==> src/rtl/fnd_scan_controller.sv <==
// Multiplexed seven-segment scan controller with tear-free frame loading.
// Define FND_ZERO_BLANK_EN to blank leading zero digits.
module fnd_scan_controller #(
  parameter int DIGITS  = 4,
  parameter int CLK_DIV = 100000
) (
  input  logic                  i_clk,
  input  logic                  i_reset_n,
  input  logic                  i_en,
  input  logic                  i_load,
  input  logic [4*DIGITS-1:0]   i_value,
  input  logic [DIGITS-1:0]     i_dp,
  output logic [DIGITS-1:0]     o_digit,
  output logic [7:0]            o_font,
  output logic                  o_pending,
  output logic                  o_tick,
  output logic                  o_frame
);

  localparam int PW = (CLK_DIV > 1) ? $clog2(CLK_DIV) : 1;
  localparam int IW = $clog2(DIGITS);

  logic [PW-1:0]         presc_q, presc_d;
  logic [IW-1:0]         idx_q, idx_d;
  logic [4*DIGITS-1:0]   shadow_val_q, shadow_val_d;
  logic [DIGITS-1:0]     shadow_dp_q, shadow_dp_d;
  logic [4*DIGITS-1:0]   disp_val_q, disp_val_d;
  logic [DIGITS-1:0]     disp_dp_q, disp_dp_d;
  logic                  pending_q, pending_d;
  logic [DIGITS-1:0]     digit_q, digit_d;
  logic [7:0]            font_q, font_d;
  logic                  tick_q, tick_d;
  logic                  frame_q, frame_d;

  logic                  wrap;
  logic [3:0]            nib;
  logic                  dp_sel;
  logic                  blank;
  logic [DIGITS-1:0]     lz;
`ifdef FND_ZERO_BLANK_EN
  logic                  hz;
`endif

  function automatic logic [7:0] seg7(input logic [3:0] n);
    logic [7:0] s;
    case (n)
      4'h0: s = 8'hC0;
      4'h1: s = 8'hF9;
      4'h2: s = 8'hA4;
      4'h3: s = 8'hB0;
      4'h4: s = 8'h99;
      4'h5: s = 8'h92;
      4'h6: s = 8'h82;
      4'h7: s = 8'hF8;
      4'h8: s = 8'h80;
      4'h9: s = 8'h90;
      4'hA: s = 8'h88;
      4'hB: s = 8'h83;
      4'hC: s = 8'hC6;
      4'hD: s = 8'hA1;
      4'hE: s = 8'h86;
      default: s = 8'h8E;
    endcase
    return s;
  endfunction

  always_comb begin
    tick_d  = (presc_q == PW'(CLK_DIV - 1));
    wrap    = tick_d && (idx_q == IW'(DIGITS - 1));
    frame_d = wrap;
    presc_d = tick_d ? '0 : presc_q + PW'(1);
    idx_d   = idx_q;
    if (tick_d) idx_d = wrap ? '0 : idx_q + IW'(1);

    shadow_val_d = shadow_val_q;
    shadow_dp_d  = shadow_dp_q;
    disp_val_d   = disp_val_q;
    disp_dp_d    = disp_dp_q;
    pending_d    = pending_q;
    if (i_load) begin
      shadow_val_d = i_value;
      shadow_dp_d  = i_dp;
    end
    // A load on the boundary edge bypasses the shadow stage entirely.
    if (wrap) begin
      disp_val_d = i_load ? i_value : shadow_val_q;
      disp_dp_d  = i_load ? i_dp : shadow_dp_q;
      pending_d  = 1'b0;
    end else if (i_load) begin
      pending_d = 1'b1;
    end

    lz = '0;
`ifdef FND_ZERO_BLANK_EN
    hz = 1'b1;
    for (int k = DIGITS - 1; k >= 1; k--) begin
      hz    = hz & (disp_val_d[4*k +: 4] == 4'h0);
      lz[k] = hz;
    end
`endif

    nib    = '0;
    dp_sel = 1'b0;
    blank  = 1'b0;
    for (int k = 0; k < DIGITS; k++) begin
      if (idx_d == IW'(k)) begin
        nib    = disp_val_d[4*k +: 4];
        dp_sel = disp_dp_d[k];
        blank  = lz[k];
      end
    end

    font_d = blank ? 8'hFF : seg7(nib);
    if (dp_sel) font_d[7] = 1'b0;
    digit_d = ~(DIGITS'(1) << idx_d);
    if (!i_en) begin
      font_d  = 8'hFF;
      digit_d = '1;
    end
  end

  always_ff @(posedge i_clk or negedge i_reset_n) begin
    if (!i_reset_n) begin
      presc_q      <= '0;
      idx_q        <= '0;
      shadow_val_q <= '0;
      shadow_dp_q  <= '0;
      disp_val_q   <= '0;
      disp_dp_q    <= '0;
      pending_q    <= 1'b0;
      digit_q      <= '1;
      font_q       <= 8'hFF;
      tick_q       <= 1'b0;
      frame_q      <= 1'b0;
    end else begin
      presc_q      <= presc_d;
      idx_q        <= idx_d;
      shadow_val_q <= shadow_val_d;
      shadow_dp_q  <= shadow_dp_d;
      disp_val_q   <= disp_val_d;
      disp_dp_q    <= disp_dp_d;
      pending_q    <= pending_d;
      digit_q      <= digit_d;
      font_q       <= font_d;
      tick_q       <= tick_d;
      frame_q      <= frame_d;
    end
  end

  assign o_digit   = digit_q;
  assign o_font    = font_q;
  assign o_pending = pending_q;
  assign o_tick    = tick_q;
  assign o_frame   = frame_q;

endmodule

==> config.mk <==
export PLATFORM = sky130hd
export DESIGN_NAME = fnd_scan_controller
export DESIGN_NICKNAME = d
export VERILOG_FILES = /design/src/rtl/fnd_scan_controller.sv
export SDC_FILE = /design/constraint.sdc
export NUM_CORES = 1
export LEC_CHECK = 0
export ABC_CLOCK_PERIOD_IN_PS = 3800
export CORE_AREA = 10 10 91 93
export DETAILED_ROUTE_END_ITERATION = 16
export DIE_AREA = 0 0 101 103
export PLACE_DENSITY = 0.86
export SETUP_SLACK_MARGIN = 0.1
export SLEW_MARGIN = 30
export SYNTH_ARGS = -nofsm -noshare
export SYNTH_HDL_FRONTEND = slang
export SYNTH_SLANG_ARGS = --single-unit
export TNS_END_PERCENT = 1
==> constraint.sdc <==
create_clock -name i_clk -period 3.8 [get_ports i_clk]
set_clock_uncertainty 0.1 [all_clocks]
set_input_delay 0.38 -clock i_clk [delete_from_list [all_inputs] [get_ports i_clk]]
set_output_delay 0.38 -clock i_clk [all_outputs]
set_load 0.005 [all_outputs]
==> results.yml, run 1 <==
min_path:
  hold_path.class: "in -> async"
timing:
  setup_viol: 0
  setup_ws_ps: 326
  fin_crit_sh_pct: 91.4
  tightest_slew_ps: 617
  period_needed_ps: 3470
  drv_slew: 0
  hold_viol: 0
  rsz0062_at_grt: "false"
  fmax_mhz: 288
  tns_ps: 0
  slew_headroom_pct: 58.9
detailed_routing:
  firstDrtPassIters: 4
  vias: 2387
  drtAntennaViolNets: 0
  dr.first_iter.drc_count: 93
  via_per_inst: 5.68
  wire_per_inst_um: 17.4
  drc: 0
  wl_mm: 7.32
clock_tree:
  clk_latency_ps: 350
  cts_tree: "yes"
  post_cts_buffers: 0
  cts_sinks: 74
  clk_pin_slew_worst_paths_ps: 80
  clockRootBuffer: "clkbuf_8"
  clock_tree.buffer_depth: 2
  htree_levels: 3
  cts_inserted_buffers: 9
synth:
  syn_area_per_cell_sq_um: 12.2
  syn_nets: 320
  ys.flop_type: "dfrtp_1"
  ys_async_sr_fraction_pct: 100
  yosys-top-cells-area: "dfrtp_1 44%, mux2_2 11%, dfstp_2 9.0%"
  syn_inst: 288
  yosys.area.top_type: "dfrtp_1"
  post-synth-top-count-cell: "dfrtp_1"
  synth-seq-cells: 74
  synth_cell_types: 56
  synth_edf_count: 0
  ys_warn_count: 0
  yosysTopAreaCellShare_pct: 44.1
  ys_seq_area_share_pct: 53.1
  syn_area_sq_mm: 0.00352
  synth_common_cells: "62 x dfrtp_1, 33 x mux2_2, 25 x nand3_1, 21 x nand2_1, 18 x nor2_1"
die:
  dieWidth_um: 101
  dieHeight_um: 103
  core_sq_mm: 0.00657
  start_util_pct: 53.5
  ios: 39
  die_area_sq_mm: 0.0104
  rows: 30
power_and_ir_drop:
  power.density_mw_per_mm2: 359
  clkPwrFrac_pct: 38.6
  power.switching_uw: 336
  p_int_mw: 1.16
  p_leak_nw: 1.87
  switching_share_pct: 22.4
  combPwrFrac_pct: 6.4
  ir_worst_vdd_uv: 210
  seqPwrFrac_pct: 55.0
worst_setup_path:
  endpoint: "o_font[5]$_DFF_PN1_"
  cp.depth: 12
  cp_slowest_cell: "dfrtp_1"
  required_ps: 3960
  slowest_delay_ps: 390
  critPathKind: "reg -> reg"
  critPathArrivalTime_ps: 3630
  worstSetupEndpointType: "flip-flop"
  reg2regPathDepth: 12
  cp-startpoint: "presc_q[0]$_DFF_PN0_"
  critPathTopFamily: "simple AND/OR/NAND/NOR gates"
  cp-start-kind: "flip-flop"
  crit_chain: "ha_1, and4_1, and4_2, and2_4, mux2_2, mux2_2, mux2i_4, inv_1, ha_1, o21ai_1, a21boi_0, o221ai_1"
  timing.rr.start: "presc_q[0]$_DFF_PN0_"
  crit_fanout: 10
  regToRegEndpoint: "o_font[5]$_DFF_PN1_"
  rrSetupSlack_ps: 330
  cp_num_buf_inv: 1
final_layout:
  utilization_pct: 63.6
  syn_to_final_growth_pct: 18.7
  n_antenna_cell: 0
  fill_cells: 494
  layout.nets: 367
  drive_gt1_share_pct: 25.6
flow_run:
  max_cap_viol_count: 0
global_routing:
  grt_max_degree: 30
  grtUsageTotal_pct: 15.1
  grt_pass1_wl_mm: 12.3
  grt_pass1_vias: 2548
  overflow: 0
  antenna_found_initial: 0
placement:
  gp_congestion: 0.827
  dp_slack_ps: 308
  dp_hpwl_mm: 5.25
  portBuffers: 38
status:
  status: "finished clean"
[layout by cell type, fill, tap and decap left out, types with 2 or more instances in the layout]
master,instances
a21o_1,4
a22o_1,2
a31oi_1,2
and3_1,6
buf_4,8
clkbuf_8,10
clkdlybuf4s50_1,37
clkinv_2,3
dfrtp_1,62
dfstp_2,12
ha_1,8
inv_1,10
inv_4,2
mux2_2,33
mux2i_1,7
mux2i_4,2
nand2_1,21
nand3_1,25
nand4_1,4
nor2_1,18
o211ai_1,2
o21ai_0,8
o221ai_1,3
xnor2_1,7
xor2_1,8
[power groups by stage]
stage	combinational, mW	clock [mW]	sequential (mW)
floorplan	0.0363	0	0.836
global placement	0.0940	0	0.837
detailed placement	0.0964	0	0.838
CTS	0.0980	0.591	0.823
global route	0.106	0.624	0.826
finish	0.0960	0.578	0.823
[worst min-delay path by stage]
stage / end / cells after the start / from / slack, ps
after detailed placement: presc_q[13]$_DFF_PN0_ / 1 / i_reset_n / 240
after CTS: presc_q[13]$_DFF_PN0_ / 2 / i_reset_n / 390
final: presc_q[13]$_DFF_PN0_ / 2 / i_reset_n / 390
after global routing: disp_val_q[12]$_DFF_PN0_ / 2 / disp_val_q[12]$_DFF_PN0_ / 410
after global placement: presc_q[11]$_DFF_PN0_ / 1 / i_reset_n / 240
after floorplan: disp_dp_q[0]$_DFF_PN0_ / 0 / i_reset_n / -20
[state kept, by name, summed over array words and instances (netlist names)]
signal,flops
disp_val_q,16
o_font,8
o_digit,4
disp_dp_q,4
presc_q,17
o_tick,1
o_frame,1
o_pending,1
idx_q,2
shadow_dp_q,4
shadow_val_q,16
[per-layer routing]
layer / part of all wire, % / GRT usage, % / wire length, um / up-vias
li1: - / - / - / 1111
met1: 43 / 18.1 / 3160 / 1193
met2: 50 / 24.2 / 3640 / 67
met3: 5.1 / 4.42 / 371 / 16
met4: 2.0 / 7.40 / 148 / 0
met5: 0 / 0 / 0 / -
[worst reg2reg max path: cells and delay by family, from the launching register on]
kind	cells	cell delay, ps
compound gates	3	460
fa+ha+maj	2	470
buf+inv	1	140
flops	1	390
mux	3	870
simple gates	3	940
[what timing repair did]
| action | 4_1_cts | 5_1_grt |
|---|---|---|
| hold endpoints to repair | 18 | 0 |
| endpoints found under the setup margin | 0 | 1 |
| hold buffers | 1 | 0 |
| gates resized for setup | 0 | 1 |
[logic make-up after synthesis]
group / Yosys count / share of synthesized area (%)
DFF: 74 / 53.1
buffers and inverters: 24 / 3.77
and+or+nand+nor: 91 / 14.4
adders and majority gates: 8 / 2.85
AOI/OAI and AO/OA: 31 / 6.90
xor gates and xnor gates: 15 / 3.74
muxes: 45 / 15.3
[area by class of cell]
class / instances / area (sq um) / area share, %
clock buffer: 12 / 166 / 3.99
clock inverter: 4 / 23.8 / 0.569
multi-input combinational: 190 / 1520 / 36.4
sequential: 74 / 1870 / 44.7
tap: 80 / 100 / 2.40
inverter: 13 / 53.8 / 1.29
timing repair buffer: 47 / 445 / 10.7
[stage by stage]
step                power (mW)  std cells  hold slack [ps]  instance area [sq um]
floorplan                0.873        288            -15.6                   3520
global placement         0.931        403              236                   3970
detailed placement       0.934        403              244                   3970
CTS                       1.51        420              387                   4170
global route              1.56        420              406                   4180
finish                    1.50        420              385                   4180
Note: power is estimated with default switching activity, not from simulation.
==> inputs of run 2 (changes only) <==
--- a/config.mk
+++ b/config.mk
@@ -7,6 +7,7 @@
 export LEC_CHECK = 0
 export ABC_CLOCK_PERIOD_IN_PS = 3800
 export CORE_AREA = 10 10 91 93
+export CTS_CLUSTER_DIAMETER = 30
 export DETAILED_ROUTE_END_ITERATION = 16
 export DIE_AREA = 0 0 101 103
 export PLACE_DENSITY = 0.86
==> results of run 2 <==
Final layout, timing and power as in run 1 (identical DEF).
